### src/rtl/alu_op_decoder_pkg.sv
// Shared types for the ALU decode stage: ALU op codes, major opcodes and the decoded entry.
package alu_pkg;

    localparam int N     = 32;
    localparam int RA_W  = 5;
    localparam int OPC_W = 6;

    typedef enum logic [4:0] {
        ALU_ADD = 5'd0,
        ALU_SUB = 5'd1,
        ALU_AND = 5'd2,
        ALU_OR  = 5'd3,
        ALU_XOR = 5'd4,
        ALU_SLL = 5'd5,
        ALU_SRL = 5'd6,
        ALU_SLA = 5'd7,
        ALU_SRA = 5'd8,
        ALU_LUI = 5'd9,
        ALU_LLI = 5'd10
    } alu_op_e;

    localparam logic [OPC_W-1:0] OPC_RTYPE = 6'h00;
    localparam logic [OPC_W-1:0] OPC_ADDI  = 6'h01;
    localparam logic [OPC_W-1:0] OPC_ANDI  = 6'h02;
    localparam logic [OPC_W-1:0] OPC_ORI   = 6'h03;
    localparam logic [OPC_W-1:0] OPC_XORI  = 6'h04;
    localparam logic [OPC_W-1:0] OPC_LUI   = 6'h05;
    localparam logic [OPC_W-1:0] OPC_LLI   = 6'h06;
    localparam logic [OPC_W-1:0] OPC_BEQ   = 6'h07;

    localparam logic [4:0] FUNCT_MAX = 5'd8;

    typedef struct packed {
        alu_op_e         alu_op;
        logic [RA_W-1:0] rd;
        logic [RA_W-1:0] rs;
        logic [RA_W-1:0] rt;
        logic [N-1:0]    imm;
        logic            use_imm;
        logic            reg_write;
        logic            is_branch;
        logic            illegal;
    } decoded_t;

    function automatic logic [N-1:0] sign_ext16(input logic [15:0] v);
        return {{(N-16){v[15]}}, v};
    endfunction

    function automatic logic [N-1:0] zero_ext16(input logic [15:0] v);
        return {{(N-16){1'b0}}, v};
    endfunction

endpackage

### src/rtl/alu_op_decoder_if.sv
// Fetch-side and execute-side handshake bundle of the decode stage.
interface alu_op_decoder_if;
    import alu_pkg::*;

    logic            flush;
    logic            in_valid;
    logic            in_ready;
    logic [31:0]     instr;
    logic            out_valid;
    logic            out_ready;
    logic [4:0]      alu_op;
    logic [RA_W-1:0] rd_addr;
    logic [RA_W-1:0] rs_addr;
    logic [RA_W-1:0] rt_addr;
    logic [N-1:0]    imm;
    logic            use_imm;
    logic            reg_write;
    logic            is_branch;
    logic            illegal;

    modport slave (
        input  flush, in_valid, instr, out_ready,
        output in_ready, out_valid, alu_op, rd_addr, rs_addr, rt_addr,
               imm, use_imm, reg_write, is_branch, illegal
    );

    modport master (
        output flush, in_valid, instr, out_ready,
        input  in_ready, out_valid, alu_op, rd_addr, rs_addr, rt_addr,
               imm, use_imm, reg_write, is_branch, illegal
    );

endinterface

### src/rtl/alu_op_decoder_instr_field_decode.sv
// Pure combinational instruction-word to decoded-entry translation.
module instr_field_decode
    import alu_pkg::*;
(
    input  logic [31:0] instr,
    output decoded_t    dec
);

    logic [OPC_W-1:0] opc_s;
    logic [4:0]       funct_s;
    logic [15:0]      imm16_s;

    assign opc_s   = instr[31:26];
    assign funct_s = instr[4:0];
    assign imm16_s = instr[15:0];

    // field extraction and op/flag selection; illegal words leave every field at zero
    always_comb begin
        dec = '0;
        case (opc_s)
            OPC_RTYPE: begin
                if (funct_s <= FUNCT_MAX) begin
                    dec.alu_op    = alu_op_e'(funct_s);
                    dec.rd        = instr[25:21];
                    dec.rs        = instr[20:16];
                    dec.rt        = instr[15:11];
                    dec.reg_write = 1'b1;
                end else begin
                    dec.illegal   = 1'b1;
                end
            end
            OPC_ADDI, OPC_ANDI, OPC_ORI, OPC_XORI, OPC_LUI, OPC_LLI: begin
                dec.rd        = instr[25:21];
                dec.rs        = instr[20:16];
                dec.use_imm   = 1'b1;
                dec.reg_write = 1'b1;
                if (opc_s == OPC_ADDI) begin
                    dec.imm = sign_ext16(imm16_s);
                end else begin
                    dec.imm = zero_ext16(imm16_s);
                end
                case (opc_s)
                    OPC_ADDI: dec.alu_op = ALU_ADD;
                    OPC_ANDI: dec.alu_op = ALU_AND;
                    OPC_ORI:  dec.alu_op = ALU_OR;
                    OPC_XORI: dec.alu_op = ALU_XOR;
                    OPC_LUI:  dec.alu_op = ALU_LUI;
                    OPC_LLI:  dec.alu_op = ALU_LLI;
                    default:  dec.alu_op = ALU_ADD;
                endcase
            end
            OPC_BEQ: begin
                // branch compares rs and rt through SUB; offset rides along in imm
                dec.alu_op    = ALU_SUB;
                dec.rs        = instr[20:16];
                dec.rt        = instr[15:11];
                dec.imm       = sign_ext16(imm16_s);
                dec.is_branch = 1'b1;
            end
            default: begin
                dec.illegal = 1'b1;
            end
        endcase
    end

endmodule

### src/rtl/alu_op_decoder.sv
// ID/EX decode stage: decodes fetched instructions into a main register backed by a one-entry skid.
module alu_op_decoder
    import alu_pkg::*;
(
    input  logic              clk,
    input  logic              rst,
    alu_op_decoder_if.slave   bus
);

    decoded_t dec_s;
    decoded_t main_r;
    decoded_t skid_r;
    logic     main_valid_r;
    logic     skid_valid_r;
    logic     accept_s;
    logic     drain_s;

    instr_field_decode u_decode (
        .instr (bus.instr),
        .dec   (dec_s)
    );

    // in_ready depends only on the skid flag, so out_ready never reaches it combinationally
    assign bus.in_ready = ~skid_valid_r;
    assign accept_s     = bus.in_valid & ~skid_valid_r;
    assign drain_s      = main_valid_r & bus.out_ready;

    // main/skid pipeline entries; reset beats flush, flush beats accept and drain
    always_ff @(posedge clk) begin
        if (rst) begin
            main_r       <= '0;
            skid_r       <= '0;
            main_valid_r <= 1'b0;
            skid_valid_r <= 1'b0;
        end else if (bus.flush) begin
            main_valid_r <= 1'b0;
            skid_valid_r <= 1'b0;
        end else if (!main_valid_r || drain_s) begin
            if (skid_valid_r) begin
                main_r       <= skid_r;
                main_valid_r <= 1'b1;
                skid_valid_r <= 1'b0;
            end else if (accept_s) begin
                main_r       <= dec_s;
                main_valid_r <= 1'b1;
            end else begin
                main_valid_r <= 1'b0;
            end
        end else if (accept_s) begin
            skid_r       <= dec_s;
            skid_valid_r <= 1'b1;
        end else begin
            skid_valid_r <= skid_valid_r;
        end
    end

    assign bus.out_valid = main_valid_r;
    assign bus.alu_op    = main_r.alu_op;
    assign bus.rd_addr   = main_r.rd;
    assign bus.rs_addr   = main_r.rs;
    assign bus.rt_addr   = main_r.rt;
    assign bus.imm       = main_r.imm;
    assign bus.use_imm   = main_r.use_imm;
    assign bus.reg_write = main_r.reg_write;
    assign bus.is_branch = main_r.is_branch;
    assign bus.illegal   = main_r.illegal;

endmodule

### src/flat_wrapper.sv
// flat-port wrapper written by rule: the top's interface ports become plain ports
module alu_op_decoder_flat import alu_pkg::*;
  (clk, rst, bus_flush, bus_in_valid, bus_instr, bus_out_ready, bus_in_ready, bus_out_valid, bus_alu_op, bus_rd_addr, bus_rs_addr, bus_rt_addr, bus_imm, bus_use_imm, bus_reg_write, bus_is_branch, bus_illegal);
  alu_op_decoder_if bus_i ();
  input  logic clk;
  input  logic rst;
  input wire logic [$bits(bus_i.flush)-1:0] bus_flush;
  input wire logic [$bits(bus_i.in_valid)-1:0] bus_in_valid;
  input wire logic [$bits(bus_i.instr)-1:0] bus_instr;
  input wire logic [$bits(bus_i.out_ready)-1:0] bus_out_ready;
  output wire logic [$bits(bus_i.in_ready)-1:0] bus_in_ready;
  output wire logic [$bits(bus_i.out_valid)-1:0] bus_out_valid;
  output wire logic [$bits(bus_i.alu_op)-1:0] bus_alu_op;
  output wire logic [$bits(bus_i.rd_addr)-1:0] bus_rd_addr;
  output wire logic [$bits(bus_i.rs_addr)-1:0] bus_rs_addr;
  output wire logic [$bits(bus_i.rt_addr)-1:0] bus_rt_addr;
  output wire logic [$bits(bus_i.imm)-1:0] bus_imm;
  output wire logic [$bits(bus_i.use_imm)-1:0] bus_use_imm;
  output wire logic [$bits(bus_i.reg_write)-1:0] bus_reg_write;
  output wire logic [$bits(bus_i.is_branch)-1:0] bus_is_branch;
  output wire logic [$bits(bus_i.illegal)-1:0] bus_illegal;
  assign bus_i.flush = bus_flush;
  assign bus_i.in_valid = bus_in_valid;
  assign bus_i.instr = bus_instr;
  assign bus_i.out_ready = bus_out_ready;
  assign bus_in_ready = bus_i.in_ready;
  assign bus_out_valid = bus_i.out_valid;
  assign bus_alu_op = bus_i.alu_op;
  assign bus_rd_addr = bus_i.rd_addr;
  assign bus_rs_addr = bus_i.rs_addr;
  assign bus_rt_addr = bus_i.rt_addr;
  assign bus_imm = bus_i.imm;
  assign bus_use_imm = bus_i.use_imm;
  assign bus_reg_write = bus_i.reg_write;
  assign bus_is_branch = bus_i.is_branch;
  assign bus_illegal = bus_i.illegal;
  alu_op_decoder u_core (.clk(clk), .rst(rst), .bus(bus_i));
endmodule
### config.mk
export PLATFORM = sky130hd
export DESIGN_NAME = alu_op_decoder_flat
export DESIGN_NICKNAME = d
export VERILOG_FILES = /design/src/rtl/alu_op_decoder_pkg.sv /design/src/rtl/alu_op_decoder_if.sv /design/src/rtl/alu_op_decoder_instr_field_decode.sv /design/src/rtl/alu_op_decoder.sv /design/src/flat_wrapper.sv
export SDC_FILE = /design/constraint.sdc
export NUM_CORES = 1
export LEC_CHECK = 0
export CORE_AREA = 3 3 79 96
export CTS_CLUSTER_DIAMETER = 100
export DETAILED_ROUTE_END_ITERATION = 6
export DIE_AREA = 0 0 82 99
export DONT_BUFFER_PORTS = 1
export PLACE_DENSITY = 0.69
export REMOVE_ABC_BUFFERS = 1
export SYNTH_ARGS = -nofsm -noshare
export SYNTH_HDL_FRONTEND = slang
export SYNTH_SLANG_ARGS = --single-unit
### constraint.sdc
create_clock -name clk -period 2.3 [get_ports clk]
set_input_delay 0.46 -clock clk [delete_from_list [all_inputs] [get_ports clk]]
set_output_delay 0.46 -clock clk [all_outputs]
set_load 0.05 [all_outputs]
==> results.json <==
{
  "crit_type": "flop to output pin",
  "pwr-share-clk_pct": 36.2,
  "maxSlewViolCount": 0,
  "clk_pin_slew_ps": 90,
  "synthFlopType": "dfxtp_1",
  "worst_slew_pin_slew_ps": 675,
  "r2r-end": "u_core.skid_r[45]",
  "crit_arrival_ps": 1470,
  "start_util_pct": 54.0,
  "rsz0062_at_grt": "false",
  "finish.instance_area_mm2": 0.00387,
  "synth_edf_count": 0,
  "ys_ff_latch": 84,
  "gr-total-overflow": 0,
  "syn_area_per_cell_um2": 8.67,
  "synth_cell_type_count": 46,
  "tns_ps": 0,
  "post-dp-hpwl_um": 6100,
  "seqPwrFrac_pct": 55.8,
  "syn2layout_area_growth_pct": 5.71,
  "drtIter0Drc": 224,
  "final_nets": 438,
  "vias": 3043,
  "final.fill_count": 609,
  "slowest_delay_ps": 570,
  "power_density_mw_per_mm2": 757,
  "syn_area_mm2": 0.00366,
  "setup_viol": 0,
  "synthCells": 422,
  "whs_ps": 164,
  "vdd_drop_max_v": 0.000411,
  "total_power_mw": 2.93,
  "diodes": 0,
  "gp_congestion": 0.824,
  "maxCapViolCount": 0,
  "drive_gt1_share_pct": 11.8,
  "drt-wirelength-per-cell_um": 18.3,
  "status": "complete, no violations",
  "drc": 0,
  "cts_tree": "built",
  "ctsHtreeMaxLevel": 3,
  "crit_buf_inv": 1,
  "p_int_mw": 2.10,
  "layout_setup_ws_ps": 366,
  "slowest_stage": "dfxtp_4",
  "cts_buffer_depth": 2,
  "combPwrFrac_pct": 8.1,
  "cts_inserted_buffers": 9,
  "grt_max_degree": 80,
  "cts_resized": 0,
  "critical_path_depth": 1,
  "place_ws_ps": 349,
  "place_area_mm2": 0.00367,
  "synth.area.top_cells": "dfxtp_1, a21oi_1, nand3_1",
  "grt_pass1_vias": 3056,
  "endpoint": "bus_imm[30]",
  "switching_share_pct": 28.3,
  "worstPathRequired_ps": 1840,
  "final_hold_viol_count": 0,
  "die_w_um": 82,
  "worstHoldStart": "bus_flush",
  "crit_path_end_kind": "output pin",
  "fmax_ghz": 0.517,
  "io-pin-count": 95,
  "track_usage_pct": 23.7,
  "grt_pass1_wl_um": 15100,
  "worstPathMaxFanout": 5,
  "coreArea_mm2": 0.00677,
  "rows": 33,
  "crit_chain": "buf_4",
  "post_cts_buffers": 0,
  "drt-pass1-iter-count": 5,
  "die_h_um": 99,
  "postRouteAntennaNets": 0,
  "clock-sinks": 84,
  "holdBufCountCts": 0,
  "port_buffers": 0,
  "synthArstFlopShare_pct": 0,
  "yosys_warnings": 0,
  "vias_per_cell": 6.17,
  "critPathTopFamily": "flip-flops",
  "layout_worst_path_cycle_share_pct": 84.1,
  "maxSlewHeadroom_pct": 54.6,
  "leakage_nw": 1.31,
  "startpoint": "u_core.bus.imm[30]",
  "finalWirelength_um": 9030,
  "startpoint_type": "flop",
  "fin_crit_ps": 1930,
  "insertion_delay_ps": 350,
  "synth-seq-area-share_pct": 46.0,
  "worstReg2RegStart": "u_core.bus.out_valid",
  "reg2regPathDepth": 4,
  "synthDominantCellAreaShare_pct": 46.0,
  "skew_ps": 10.5,
  "hold_path_class": "input port to flop",
  "switchingPower_uw": 830,
  "cts_root_buf": "clkbuf_8",
  "synth_area_leader_cell": "dfxtp_1",
  "grt_antenna_before_repair": 0,
  "rrSetupSlack_ps": 510,
  "dieArea_mm2": 0.00812
}
## cell families after synthesis
logic type | share of synthesized area [%]
and+or+nand+nor | 22.3
AOI/OAI and AO/OA | 24.1
buffers and inverters | 7.63
DFF | 46.0
## flip-flops by register name (all words and copies together) (netlist names), 5 cells and up
name / cells
u_core.bus.rt_addr: 5
u_core.bus.imm: 17
u_core.skid_r: 41
u_core.bus.rs_addr: 5
u_core.bus.rd_addr: 5
u_core.bus.alu_op: 5
## placed cells by master, fill, tap and decap left out, drive strengths merged, types with 3 or more instances in the layout
cell type / netlist / routed
a211oi: 11 / 11
a21boi: 6 / 6
a21oi: 47 / 47
a221oi: 12 / 12
a22o: 10 / 10
a22oi: 6 / 6
a31oi: 3 / 3
a32oi: 5 / 5
and2: 4 / 4
and3: 3 / 3
buf: 26 / 19
clkbuf: 25 / 13
dfxtp: 84 / 84
nand2: 29 / 29
nand2b: 7 / 7
nand3: 38 / 38
nand4: 7 / 7
nor2: 36 / 36
nor3: 19 / 19
nor4: 5 / 5
o21ai: 9 / 9
o21bai: 5 / 5
o2bb2ai: 5 / 5
## stage by stage
| step | utilization, % | cells |
|---|---|---|
| CTS | 57.1 | 493 |
| detailed placement | 54.2 | 477 |
| finish | 57.1 | 493 |
| global placement | 54.2 | 477 |
| floorplan | - | 371 |
| global route | 57.1 | 493 |
## per-layer routing
metal	track usage [%]	share of wire, %	vias to the layer above
li1	-	-	1483
met1	29.0	39	1433
met2	37.7	51	117
met3	6.95	8.7	10
met4	11.1	1.4	0
met5	0	0	-
## synth_stat cells (3+ instances only)
| cell type | count |
|---|---|
| nand4_1 | 7 |
| a21boi_0 | 6 |
| a211oi_1 | 11 |
| and3_1 | 3 |
| nand3_1 | 38 |
| a32oi_1 | 5 |
| o21bai_1 | 5 |
| dfxtp_1 | 84 |
| nor3_1 | 16 |
| buf_4 | 15 |
| nor4_1 | 3 |
| nand2b_1 | 7 |
| and2_1 | 4 |
| a22o_1 | 10 |
| o2bb2ai_1 | 5 |
| buf_2 | 10 |
| o21ai_0 | 9 |
| a22oi_1 | 6 |
| a221oi_1 | 12 |
| nand2_1 | 29 |
| a31oi_1 | 3 |
| nor2_1 | 34 |
| a21oi_1 | 47 |
| clkbuf_1 | 25 |
## cell type report
| class | count | area, um^2 | area share [%] |
|---|---|---|---|
| well taps | 87 | 109 | 2.82 |
| flip-flops and latches | 84 | 1690 | 43.6 |
| inverters | 3 | 11.3 | 0.291 |
| clock buffers | 13 | 149 | 3.85 |
| multi-input cells | 284 | 1700 | 44.0 |
| clock inverters | 3 | 46.3 | 1.20 |
| repair buffers | 19 | 163 | 4.21 |
## worst min path at each step
| stage | endpoint | depth (start not counted) |
|---|---|---|
| after detailed placement | u_core.skid_r[52] | 2 |
| after global routing | u_core.bus.out_valid | 1 |
| after CTS | u_core.bus.imm[30] | 1 |
| after floorplan | u_core.skid_r[52] | 2 |
| final | u_core.bus.out_valid | 1 |
| after global placement | u_core.skid_r[52] | 2 |
## power by group through the flow
| stage | registers [mW] | clock network, mW | logic [mW] |
|---|---|---|---|
| after global placement | 1.67 | 0 | 0.234 |
| after floorplan | 1.72 | 0 | 0.124 |
| after global routing | 1.64 | 1.13 | 0.259 |
| final | 1.63 | 1.06 | 0.236 |
| after detailed placement | 1.67 | 0 | 0.237 |
| after CTS | 1.63 | 1.07 | 0.237 |
(Power assumes the default switching activity.)
